--- src/rtl/mux4_rr_tx.sv ---
`default_nettype none
// ============================================================================
// Module      : mux4_rr_tx
// Description : Sequential 4-to-1 transmit multiplexer. Collects words from
//               four valid/ready source channels (A=0, B=1, C=2, D=3),
//               arbitrates between them and presents one registered word at
//               a time on f/sel/f_valid. The f/sel pair can drive the F/sel
//               inputs of the partner 1-to-4 demux directly, because sel
//               carries the index of the source channel.
//
// Ports       : clk       - system clock, rising edge
//               rst_n     - asynchronous active-low reset
//               in_data   - channel words, channel i at [i*DATA_W +: DATA_W]
//               in_valid  - per-channel word valid
//               in_ready  - per-channel accept (combinational, one-hot/zero)
//               f         - multiplexed word (registered)
//               sel       - channel index of f (registered)
//               f_valid   - f/sel hold a word (registered)
//               f_ready   - downstream accepts the current word
//
// Build macro : MUX4_FIXED_PRIO_EN
//               undefined - round-robin arbitration (default)
//               defined   - fixed priority A > B > C > D
//
// Revision    : 1.0 - initial release
// ============================================================================
module mux4_rr_tx #(
    parameter int DATA_W = 1
) (
    input  logic                  clk,
    input  logic                  rst_n,
    input  logic [4*DATA_W-1:0]   in_data,
    input  logic [3:0]            in_valid,
    output logic [3:0]            in_ready,
    output logic [DATA_W-1:0]     f,
    output logic [1:0]            sel,
    output logic                  f_valid,
    input  logic                  f_ready
);

    localparam logic [0:0] S_IDLE = 1'b0;
    localparam logic [0:0] S_HOLD = 1'b1;

    logic [0:0]        r_state;
    logic [DATA_W-1:0] r_f;
    logic [1:0]        r_sel;

    logic              w_grant_vld;
    logic [1:0]        w_grant;
    logic              w_load_ok;
    logic              w_xfer;
    logic [DATA_W-1:0] w_word;

`ifdef MUX4_FIXED_PRIO_EN
    // Fixed priority: scanning from D down to A lets the lowest valid index
    // overwrite any higher one, so A wins whenever it is valid.
    always_comb begin
        w_grant_vld = 1'b0;
        w_grant     = 2'd0;
        for (int i = 3; i >= 0; i--) begin
            if (in_valid[i]) begin
                w_grant_vld = 1'b1;
                w_grant     = i[1:0];
            end
        end
    end
`else
    // Round-robin pointer: index of the last channel that transferred.
    // Reset to 3 so that the very first search starts at channel A.
    logic [1:0] r_ptr;

    // Search order is ptr+1, ptr+2, ptr+3, ptr (mod 4). Scanning offsets from
    // the farthest (4 == ptr itself) to the nearest (1) means the nearest
    // valid channel is the last assignment and therefore wins.
    always_comb begin
        logic [1:0] v_idx;
        w_grant_vld = 1'b0;
        w_grant     = 2'd0;
        v_idx       = 2'd0;
        for (int k = 4; k >= 1; k--) begin
            v_idx = r_ptr + k[1:0];
            if (in_valid[v_idx]) begin
                w_grant_vld = 1'b1;
                w_grant     = v_idx;
            end
        end
    end

    always_ff @(posedge clk or negedge rst_n) begin
        if (!rst_n) begin
            r_ptr <= 2'd3;
        end else if (w_xfer) begin
            r_ptr <= w_grant;
        end
    end
`endif

    // A new word may be loaded when the output register is empty, or when
    // its current word is leaving this cycle.
    assign w_load_ok = (r_state == S_IDLE) | ((r_state == S_HOLD) & f_ready);
    assign w_xfer    = w_load_ok & w_grant_vld;

    // Ready is derived only from state, f_ready and in_valid, never from data,
    // and is asserted only on the granted channel (whose valid is set).
    always_comb begin
        in_ready = 4'b0000;
        if (w_xfer) begin
            in_ready[w_grant] = 1'b1;
        end
    end

    always_comb begin
        w_word = '0;
        for (int i = 0; i < 4; i++) begin
            if (w_grant == i[1:0]) begin
                w_word = in_data[i*DATA_W +: DATA_W];
            end
        end
    end

    always_ff @(posedge clk or negedge rst_n) begin
        if (!rst_n) begin
            r_state <= S_IDLE;
            r_f     <= '0;
            r_sel   <= 2'b00;
        end else if (w_xfer) begin
            r_state <= S_HOLD;
            r_f     <= w_word;
            r_sel   <= w_grant;
        end else if ((r_state == S_HOLD) && f_ready) begin
            // Word consumed with nothing to replace it; f/sel keep last value.
            r_state <= S_IDLE;
        end
    end

    assign f       = r_f;
    assign sel     = r_sel;
    assign f_valid = (r_state == S_HOLD);

endmodule
`default_nettype wire

--- config.mk ---
export PLATFORM = sky130hd
export DESIGN_NAME = mux4_rr_tx
export DESIGN_NICKNAME = d
export VERILOG_FILES = /design/src/rtl/mux4_rr_tx.sv
export SDC_FILE = /design/constraint.sdc
export NUM_CORES = 1
export LEC_CHECK = 0
export BUFFER_PORTS_ARGS = -buffer_cell sky130_fd_sc_hd__buf_2
export CELL_PAD_IN_SITES_DETAIL_PLACEMENT = 1
export CELL_PAD_IN_SITES_GLOBAL_PLACEMENT = 1
export CORE_MARGIN = 1.5
export CORE_UTILIZATION = 27
export DETAILED_ROUTE_END_ITERATION = 6
export MAX_ROUTING_LAYER = met4
export PLACE_DENSITY_LB_ADDON = 0.1
export SYNTH_ARGS = -nofsm -noshare
export SYNTH_HDL_FRONTEND = slang
export SYNTH_SLANG_ARGS = --single-unit
--- constraint.sdc ---
create_clock -name clk -period 2.28 [get_ports clk]
set_clock_uncertainty 0.1 [all_clocks]
set_input_delay 0.684 -clock clk [delete_from_list [all_inputs] [get_ports clk]]
set_output_delay 0.684 -clock clk [all_outputs]
set_load 0.01 [all_outputs]
---- After elaboration in Yosys (flattened, before gate mapping) ----
Cells that the tools add are included.
storage, ports and cells
  word-level logic and storage cells ...... 49
  output and inout port bits .............. 8
  input port bits ......................... 11
  flip-flop bits (word level) ............. 6
cells by class
  mux-type cells .......................... 25
  eq/ne operators ......................... 3
  reduce and logical (&&, ||, !) cells .... 4
  order comparisons ....................... 6
  add/sub/neg operators ................... 3
  bitwise operators ....................... 4
operator list
  kind                                                               count
  < comparator 2 x 3 -> 1 bit, second input constant                 5
  two-way mux 1 bit                                                  15
  binary-select mux 1 bit (select 2 bit)                             4
  two-way mux 2 bit                                                  4
  adder 2 bit, second input constant                                 2
  equality test 2 bit, second input constant                         2
  two-way mux 4 bit                                                  1
  adder 2 x 1 -> 2 bit, second input constant                        1
  bitwise AND 1 bit                                                  2
  demux 1 bit (select 2 bit)                                         1
  equality test 2 x 1 -> 1 bit, second input constant                1
  greater-or-equal comparator 2 x 1 -> 1 bit, second input constant  1
  logical AND 1 bit                                                  2
  logical NOT 2 bit                                                  1
  nonzero test 2 bit                                                 1
  inverter 1 bit                                                     1
  bitwise OR 1 bit                                                   1

---- Logic depth before layout (Yosys ltp) ----
Gate-level depths: netlist of the first run.
  depth after elaboration ................. 11
  mapped depth ............................ 6
  gate-level depth less buffers ........... 5

---- Least setup slack after synthesis of the first run ----
Ideal clock, no wire load.
  kind .................................... in2out
  start ................................... input port in_valid[3]
  end ..................................... output port in_ready[2]
  slack ................................... -0.183 ns
  data arrival time ....................... 1.679 ns
  buffers on the path ..................... 1
  data required time ...................... 1.496 ns
  stages .................................. 5
  cells stage by stage .................... nor4_1 > nand2b_1 > buf_6 > or3_2 > nor2_1
between the ends
  longest elaborated chain between the ends .. 11
  elaborated cells on any way between the ends .. 23
  those cells by class .................... order compare (2); mux (19); bitwise (1); reduce/logical (1)
ends and longest elaborated chain
  item                                                                                                             line  text
  from (decl)                                                                                                      33    input logic [3:0] in_valid,
  binary-select mux 1 bit (select 2 bit)                                                                           82    if (in_valid[v_idx]) begin
  two-way mux 1 bit (not written as such)                                                                          82
  two-way mux 2 bit (4 in a row)                                                                                   82
  < comparator 2 x 3 -> 1 bit (not written as such) or greater-or-equal comparator 2 x 1 -> 1 bit (tied branches)  108   in_ready[w_grant] = 1'b1;
  logical AND 1 bit (not written as such)                                                                          108
  two-way mux 1 bit (not written as such)                                                                          108
  demux 1 bit (select 2 bit)                                                                                       108
  two-way mux 4 bit *                                                                                              107   if (w_xfer) begin
  to (decl)                                                                                                        34    output logic [3:0] in_ready,
Every way passes the cells marked *; elsewhere a longest branch is shown, timed or not. The select of a mux whose other input is x is not followed.

---- Worst setup path after layout of the first run ----
  start ................................... input port in_valid[1]
  end ..................................... output port in_ready[3]
The elaborated chain is that of the path after synthesis.

==> results.py, run 1 <==
metrics = {
    "status": {
        "status": "finished, violations left",
        "violations": "setup timing",
    },
    "synthesis": {
        "synth_area_um2": 417,
        "ys_warn_count": 0,
        "ys_types": 25,
        "ys_seq_elements": 6,
        "synth_simple_gate_area_share_pct": 28.2,
        "synthMuxAreaShare_pct": 2.40,
        "synth_compound_area_share_pct": 25.5,
        "synth_adder_area_share_pct": 0,
        "yosysSeqAreaShare_pct": 36.6,
        "syn-num-nets": 60,
        "synth_top_family_by_area": "simple AND/OR/NAND/NOR gates",
        "synthXorXnorAreaFrac_pct": 0,
        "synth_cells": 49,
        "syn_area_per_cell_um2": 8.50,
    },
    "critical_path": {
        "r2r_slack_ns": 0.36,
        "arrival_ns": 1.72,
        "crit_fanout": 6,
        "critical_path_class": "in -> out",
        "critPathLaunchType": "input port",
        "crit_required_ns": 1.50,
        "r2r-start": "r_ptr[0]$_DFFE_PN1P_",
        "cp-end-kind": "output pin",
        "crit_start": "in_valid[1]",
    },
    "drt": {
        "routed_wl_um": 1210,
        "drt-wirelength-per-cell_um": 12.5,
        "drc_errors": 0,
        "via_per_inst": 5.02,
        "ant_nets": 0,
        "drtIter0Drc": 4,
        "dr.pass1.iters": 2,
        "via_count": 487,
    },
    "clock_network": {
        "ctsLongestPathBuffers": 2,
        "path_clk_slew_ns": 0.04,
        "cts_tree": "built",
        "clock-root-buffer": "clkbuf_4",
        "cts_sinks": 6,
        "cts_inserted_buffers": 3,
        "clk_latency_ns": 0.24,
        "hold_buffers": 0,
        "htreeDepth": 1,
    },
    "grt": {
        "grt_usage_pct": 15.4,
        "grt_pass1_vias": 501,
        "grt_pass1_wl_um": 2070,
        "grt_max_degree": 8,
        "grt_overflow": 0,
        "antenna_found_initial": 0,
    },
    "floorplan": {
        "start_util_pct": 30.5,
        "dieHeight_um": 42.3,
        "die_w_um": 42.3,
        "rows": 13,
        "coreArea_mm2": 0.00137,
        "ios": 19,
        "die_area_mm2": 0.00179,
    },
    "placement": {
        "io_buffers": 18,
        "place_congestion": 0.798,
        "place_hpwl_um": 907,
        "postPlaceCellArea_um2": 604,
    },
    "layout": {
        "final_common_cell": "buf_4",
        "n_antenna_cell": 0,
        "layout.nets": 95,
        "synthToLayoutAreaGrowth_pct": 74.2,
        "layout_common_cells": "buf_4 (15), buf_2 (14), nand2_1 (9), dfrtp_1 (4)",
        "n_fill_cell": 175,
        "finalInstanceArea_um2": 726,
        "drive_above_1_share_pct": 63.4,
    },
    "sta": {
        "slew_violations": 0,
        "finalCritPeriodShare_pct": 110,
        "worst-slew-pin-transition_ns": 0.251,
        "setup_ws_ns": -0.219,
        "setup_viol": 4,
        "rsz0062_at_grt": "true",
        "hold_viol": 0,
        "timing.fmax_mhz": 400,
        "layout_min_cycle_time_ns": 2.50,
        "max_slew_margin_pct": 82.8,
    },
    "power_and_ir_drop": {
        "power.density_mw_per_mm2": 655,
        "power.total_uw": 476,
        "ir_drop_uv": 399,
        "p_leak_uw": 0.000343,
    },
    "job": {
        "maxCapViolCount": 0,
    },
    "min_path": {
        "hold_class": "in -> async",
    },
}
[per-layer routing]
metal,track usage [%],routed length [um],share of wire (%),vias to the layer above
met5,-,0,0,-
met2,24.9,580,48,17
met1,17.4,541,45,225
li1,-,-,-,243
met3,5.60,77,6.3,2
met4,5.63,14,1.2,0
[flip-flops by register name, summed over array words and instances (netlist names)]
signal / flops
f: 1
f_valid: 1
r_ptr: 2
sel: 2
[worst max-delay path, stage by stage]
cell	delay, ns
buf_8	0.10
or3b_4	0.23
a22oi_2	0.07
or3_4	0.44
nor2_4	0.09
buf_6	0.10
[cells in the mapped netlist]
library cell  number  area share (%)
nor4_1             1             1.5
a22oi_1            1             1.8
mux2i_1            1             2.4
inv_1              2             1.8
o21a_1             1             1.8
a22o_1             1             2.1
a21oi_1            3             3.6
dfrtp_1            4              24
a211oi_1           2             3.6
o31ai_2            1             3.0
nand2_1            9             8.1
nor2_1             5             4.5
a21boi_1           1             1.8
nand3b_1           1             1.8
nand2b_1           3             4.5
or3b_1             1             2.1
o221a_2            1             2.7
a21boi_0           1             1.8
dfstp_2            2              13
buf_6              2             5.4
o21ai_0            1             1.2
or3_2              1             1.8
o221ai_1           1             2.1
nor2b_1            1             1.5
nor3_1             2             2.4
[power breakdown]
part	switching [uW]	internal, uW	total (uW)
logic	107	117	225
clock network	37.3	59.5	96.7
registers	20.5	134	154
total	165	311	476
[metrics by stage]
step           setup slack, ns  std cells  TNS [ns]  hold slack, ns  utilization [%]
2_1_floorplan          -0.0778         49    -0.210           0.288                -
3_3_place_gp            -0.270         91    -0.994           0.354             44.2
3_5_place_dp            -0.319         91     -1.10           0.356             44.2
4_1_cts                 -0.218         95    -0.842           0.154             48.9
5_1_grt                 -0.272         97     -1.02           0.147             53.1
6_report                -0.219         97    -0.807           0.158             53.1
[path summary, 6_finish.rpt]
check	end	cells past startpoint
min in group clk	sel[1]$_DFFE_PN0P_	2
hold / removal	f_valid$_DFFE_PN0P_	1
setup reg to reg	f$_DFFE_PN0P_	7
hold reg to reg	sel[1]$_DFFE_PN0P_	2
setup / recovery	in_ready[3]	6
max in group asynchronous	r_ptr[0]$_DFFE_PN1P_	1
[cell families (layout without fill, tap and decap cells)]
| group | after synthesis | in the layout |
|---|---|---|
| and+or+nand+nor | 24 | 24 |
| AOI/OAI and AO/OA | 14 | 14 |
| DFF | 6 | 6 |
| buffers and inverters | 4 | 37 |
| muxes | 1 | 1 |
[cell type report]
class | count | area [um^2] | share of cell area, %
timing repair buffer | 32 | 220 | 30.3
multi-input combinational | 39 | 304 | 41.9
sequential | 6 | 153 | 21.0
inverter | 2 | 7.51 | 1.03
clock buffer | 3 | 22.5 | 3.10
tap | 15 | 18.8 | 2.59
[timing repair]
item / CTS / global route
buffers inserted: 1 / 2
endpoints found under the setup margin: 4 / 4
pin swaps: 3 / 5
resized for setup: 10 / 8
Power figures use the tool's default switching activity.
==> run 2, diff against run 1 <==
Settings changed: BUFFER_PORTS_ARGS -buffer_cell sky130_fd_sc_hd__buf_2 to unset, CORE_AREA set to 2 2 39 41, CORE_MARGIN 1.5 to unset, CORE_UTILIZATION 27 to unset, DIE_AREA set to 0 0 41 43, DONT_BUFFER_PORTS set to 1, GPL_TIMING_DRIVEN set to 0, SKIP_LAST_GASP set to 1.
==> run 2 against run 1 <==
The flow still finishes with violations (setup timing); clock power fell by 4.6%; hold slack got worse by 0.12 ns; global-route usage rose by 3.0 points; critical path type is now reg -> out; critical endpoint unchanged; largest cell class unchanged; largest power group unchanged.
==> results.py, run 2 (synthesized netlist as in run 1, its figures left out) <==
metrics = {
    "sta": {
        "timing.fmax_mhz": 415,
        "rsz0062_at_grt": "true",
        "layout_min_cycle_time_ns": 2.41,
        "slew_violations": 0,
        "hold_viol": 0,
        "setup_viol": 4,
        "finalCritPeriodShare_pct": 106,
        "max_slew_margin_pct": 77.8,
        "setup_ws_ns": -0.128,
        "worst-slew-pin-transition_ns": 0.331,
        "fin_tns_setup_ns": -0.445,
    },
    "power_and_ir_drop": {
        "switchingPower_uw": 163,
        "p_sw_share_pct": 37.1,
        "p_leak_uw": 0.000218,
        "p_comb_share_pct": 41.7,
        "ir_drop_uv": 221,
        "power.density_mw_per_mm2": 768,
        "p_seq_share_pct": 37.4,
        "p_int_uw": 278,
        "clkPwrFrac_pct": 20.9,
    },
    "floorplan": {
        "rows": 14,
        "ios": 19,
        "dieHeight_um": 43,
        "die_area_mm2": 0.00176,
        "start_util_pct": 30.1,
        "die_w_um": 41,
        "coreArea_mm2": 0.00138,
    },
    "clock_network": {
        "clk_latency_ns": 0.23,
        "htreeDepth": 1,
        "path_clk_slew_ns": 0.04,
        "cts_inserted_buffers": 3,
        "cts_sinks": 6,
        "ctsLongestPathBuffers": 2,
        "clock-root-buffer": "clkbuf_4",
        "cts_tree": "built",
    },
    "layout": {
        "drive_above_1_share_pct": 43.6,
        "layout_common_cells": "nand2_1 (9), dfrtp_1 (4), buf_4 (4)",
        "finalCoreUtilization_pct": 41.5,
        "n_antenna_cell": 0,
        "synthToLayoutAreaGrowth_pct": 37.8,
        "layout.nets": 68,
        "final_common_cell": "nand2_1",
        "n_fill_cell": 168,
    },
    "critical_path": {
        "r2r-end": "f$_DFFE_PN0P_",
        "crit_fanout": 7,
        "crit_start": "r_ptr[1]$_DFFE_PN1P_",
        "critical_path_class": "reg -> out",
        "crit_required_ns": 1.50,
        "r2r_slack_ns": 0.22,
        "critPathLaunchType": "flip-flop",
        "r2r-start": "r_ptr[1]$_DFFE_PN1P_",
        "cp-end-kind": "output pin",
        "arrival_ns": 1.62,
        "cp-endpoint": "in_ready[3]",
        "r2r_cells": 7,
    },
    "status": {
        "violations": "setup timing",
        "status": "finished, violations left",
    },
    "drt": {
        "via_per_inst": 5.48,
        "routed_wl_um": 1260,
        "dr.pass1.iters": 4,
        "drt-wirelength-per-cell_um": 17.8,
        "drtIter0Drc": 4,
        "ant_nets": 0,
        "via_count": 389,
        "drc_errors": 0,
    },
    "placement": {
        "place_hpwl_um": 905,
        "io_buffers": 0,
        "place_congestion": 0.667,
    },
    "min_path": {
        "hold_class": "in -> async",
    },
    "grt": {
        "grt_max_degree": 11,
        "antenna_found_initial": 0,
        "grt_overflow": 0,
        "grt_usage_pct": 18.4,
        "grt_pass1_wl_um": 2080,
        "grt_pass1_vias": 456,
    },
    "job": {
        "maxCapViolCount": 0,
    },
}
## run 2: changes by cell type in the layout (fill, tap and decap cells not counted), moves of 2 or more
cell / previous run / this run
buf_2: 14 / 0
nor3_2: 2 / 0
buf_4: 15 / 4
nor3_4: 0 / 2
## run 2: through the flow
stage                     power (uW)  worst slack (ns)  instances  cell area [um^2]  hold slack, ns
final                            441            -0.128         71               574          0.0432
after floorplan                  264           -0.0778         49               435           0.288
after CTS                        444            -0.115         71               574          0.0344
after global placement           282            -0.164         65               455           0.289
after global routing             479            -0.193         71               574          0.0151
after detailed placement         292            -0.243         65               455           0.289
## run 2: metal layers
| layer | wire length [um] | up-vias | track usage [%] |
|---|---|---|---|
| li1 | - | 187 | - |
| met1 | 428 | 193 | 19.0 |
| met2 | 790 | 9 | 32.2 |
| met3 | 45 | 0 | 1.05 |
| met4 | 0 | 0 | 10.0 |
| met5 | 0 | - | - |
## run 2: cell type report
type / count / area [um^2] / share of cell area [%]
Buffer: 1 / 11.3 / 1.96
Multi-Input combinational cell: 39 / 330 / 57.5
Timing Repair Buffer: 4 / 30.0 / 5.23
Inverter: 2 / 7.51 / 1.31
Tap cell: 16 / 20.0 / 3.49
Sequential cell: 6 / 153 / 26.6
Clock buffer: 3 / 22.5 / 3.92
## run 2: power by group through the flow
stage	Combinational (uW)	Clock (uW)	Sequential, uW
2_1_floorplan	112	0	153
3_3_place_gp	126	0	156
3_5_place_dp	134	0	158
4_1_cts	181	97.7	165
5_1_grt	198	112	169
6_report	184	92.3	165
## run 2: what timing repair did
action	in CTS	in global routing
cloned	0	0
pin swaps	5	3
resized for setup	15	0
endpoints found under the setup margin	4	4
hold buffers	0	0
buffers inserted	4	0
## run 2: worst min-delay path by stage
stage | startpoint | end
after global routing | rst_n | f$_DFFE_PN0P_
final | rst_n | f$_DFFE_PN0P_
after global placement | rst_n | f_valid$_DFFE_PN0P_
after CTS | rst_n | f$_DFFE_PN0P_
after detailed placement | rst_n | f_valid$_DFFE_PN0P_
after floorplan | rst_n | f$_DFFE_PN0P_
## run 2: worst max-delay path: stages, from the launching register on
cell and delay [ns]:
dfstp_2 0.62, or3b_4 0.18, a22oi_2 0.08, or3_4 0.39
nor2_4 0.12
==> run 3, diff against run 2 <==
Settings changed: CORE_AREA 2 2 39 41 to 3 3 40 42, DIE_AREA 0 0 41 43 to 0 0 43 45, SETUP_SLACK_MARGIN set to 0.02.
==> run 3 against run 2 <==
The run still ends with setup timing left; die area is 9.8% higher; clock-buffer cell count did not move; fmax rose by 1.4%; critical path type unchanged; critical endpoint unchanged.
==> results.py, run 3 (synthesized netlist as in run 1, its figures left out) <==
metrics = {
    "status": {
        "status": "finished, violations left",
        "violations": "setup timing",
    },
    "sta": {
        "hold_slack_ns": 0.0390,
        "slew_violations": 0,
        "max_slew_margin_pct": 80.3,
        "setup_ws_ns": -0.0936,
        "timing.fmax_mhz": 421,
        "finalCritPeriodShare_pct": 104,
        "rsz0062_at_grt": "true",
        "layout_min_cycle_time_ns": 2.37,
        "worst-slew-pin-transition_ns": 0.293,
        "setup_viol": 4,
        "hold_viol": 0,
        "fin_tns_setup_ns": -0.336,
    },
    "power_and_ir_drop": {
        "p_int_uw": 290,
        "p_sw_share_pct": 35.6,
        "switchingPower_uw": 160,
        "p_comb_share_pct": 43.6,
        "power.density_mw_per_mm2": 766,
        "p_seq_share_pct": 35.3,
        "p_leak_uw": 0.000232,
        "ir_drop_uv": 235,
        "clkPwrFrac_pct": 21.2,
    },
    "critical_path": {
        "arrival_ns": 1.59,
        "crit_required_ns": 1.50,
        "r2r-end": "f$_DFFE_PN0P_",
        "critical_path_class": "reg -> out",
        "crit_start": "r_ptr[1]$_DFFE_PN1P_",
        "cp-end-kind": "output pin",
        "crit_fanout": 7,
        "cp-endpoint": "in_ready[3]",
        "r2r-start": "r_ptr[1]$_DFFE_PN1P_",
        "r2r_slack_ns": 0.38,
        "critPathLaunchType": "flip-flop",
        "r2r_cells": 7,
    },
    "drt": {
        "ant_nets": 0,
        "routed_wl_um": 1200,
        "via_per_inst": 5.74,
        "drt-wirelength-per-cell_um": 16.6,
        "dr.pass1.iters": 6,
        "via_count": 413,
        "drc_errors": 0,
        "drtIter0Drc": 10,
    },
    "clock_network": {
        "ctsLongestPathBuffers": 2,
        "clock-root-buffer": "clkbuf_4",
        "cts_inserted_buffers": 3,
        "path_clk_slew_ns": 0.04,
        "cts_tree": "built",
        "cts_sinks": 6,
        "clk_latency_ns": 0.24,
        "htreeDepth": 1,
        "hold_buffers": 0,
    },
    "layout": {
        "drive_above_1_share_pct": 47.4,
        "final_common_cell": "nand2_1",
        "finalInstanceArea_um2": 588,
        "n_antenna_cell": 0,
        "layout.nets": 70,
        "synthToLayoutAreaGrowth_pct": 41.1,
        "layout_common_cells": "nand2_1 (9), buf_4 (5), dfrtp_1 (4), clkbuf_4 (3)",
        "n_fill_cell": 157,
    },
    "job": {
        "maxCapViolCount": 0,
    },
    "grt": {
        "antenna_found_initial": 0,
        "grt_pass1_vias": 482,
        "gr-usage-met3_pct": 2.79,
        "grt_pass1_wl_um": 2050,
        "grt_overflow": 0,
        "grtUsageMet1_pct": 13.9,
        "grt_max_degree": 11,
        "met2_usage_pct": 27.8,
        "grt_usage_pct": 14.6,
        "grt.busiest_layer": "met2",
    },
    "placement": {
        "place_congestion": 0.657,
        "postPlaceCellArea_um2": 464,
        "io_buffers": 0,
        "place_hpwl_um": 898,
    },
    "floorplan": {
        "start_util_pct": 32.4,
        "ios": 19,
        "rows": 13,
        "die_w_um": 43,
        "coreArea_mm2": 0.00128,
        "dieHeight_um": 45,
        "die_area_mm2": 0.00194,
    },
    "min_path": {
        "hold_class": "in -> async",
    },
}
[run 3: final cells by class]
cell class / count / area (um^2) / area share, %
buffer: 2 / 22.5 / 3.83
clock buffer: 3 / 22.5 / 3.83
inverter: 2 / 7.51 / 1.28
multi-input combinational: 39 / 327 / 55.5
sequential: 6 / 153 / 26.0
tap: 15 / 18.8 / 3.19
timing repair buffer: 5 / 37.5 / 6.38
[run 3: power groups by stage]
stage / logic, uW / registers (uW) / clock network [uW]
after global routing: 216 / 163 / 106
after CTS: 173 / 158 / 96.4
after floorplan: 116 / 153 / 0
after global placement: 131 / 157 / 0
final: 196 / 159 / 95.3
after detailed placement: 137 / 158 / 0
[run 3: critical path: stages, from the launching register on]
cell and delay, ns:
dfstp_2 0.52, buf_6 0.13, or3b_4 0.14, a22oi_2 0.06, or3_4 0.37, nor2_4 0.13
[run 3: worst min path at each step]
stage                     start                  end  slack, ns  depth (start not counted)
after global placement    rst_n  f_valid$_DFFE_PN0P_       0.29                          0
after detailed placement  rst_n  f_valid$_DFFE_PN0P_       0.29                          0
after floorplan           rst_n        f$_DFFE_PN0P_       0.29                          0
after CTS                 rst_n  f_valid$_DFFE_PN0P_       0.04                          0
after global routing      rst_n  f_valid$_DFFE_PN0P_       0.02                          0
final                     rst_n  f_valid$_DFFE_PN0P_       0.04                          0
[run 3: per-stage QoR]
step	instances	setup slack [ns]	utilization (%)	total power (uW)
final	72	-0.0936	45.8	450
after global routing	72	-0.168	45.8	485
after CTS	70	-0.118	43.2	427
after detailed placement	64	-0.186	36.1	295
after global placement	64	-0.107	36.1	287
after floorplan	49	-0.00510	-	269
[run 3: per-layer routing]
metal,vias up,routed length (um)
met3,2,91
met1,202,411
li1,191,-
met2,18,675
met5,-,0
met4,0,19
[run 3: repair_timing]
| action | in CTS | in global routing |
|---|---|---|
| pin swaps | 5 | 5 |
| buffers inserted | 3 | 2 |
| gates resized for setup | 9 | 3 |
| endpoints found under the hold margin | 0 | 0 |
| setup endpoints to repair | 4 | 4 |
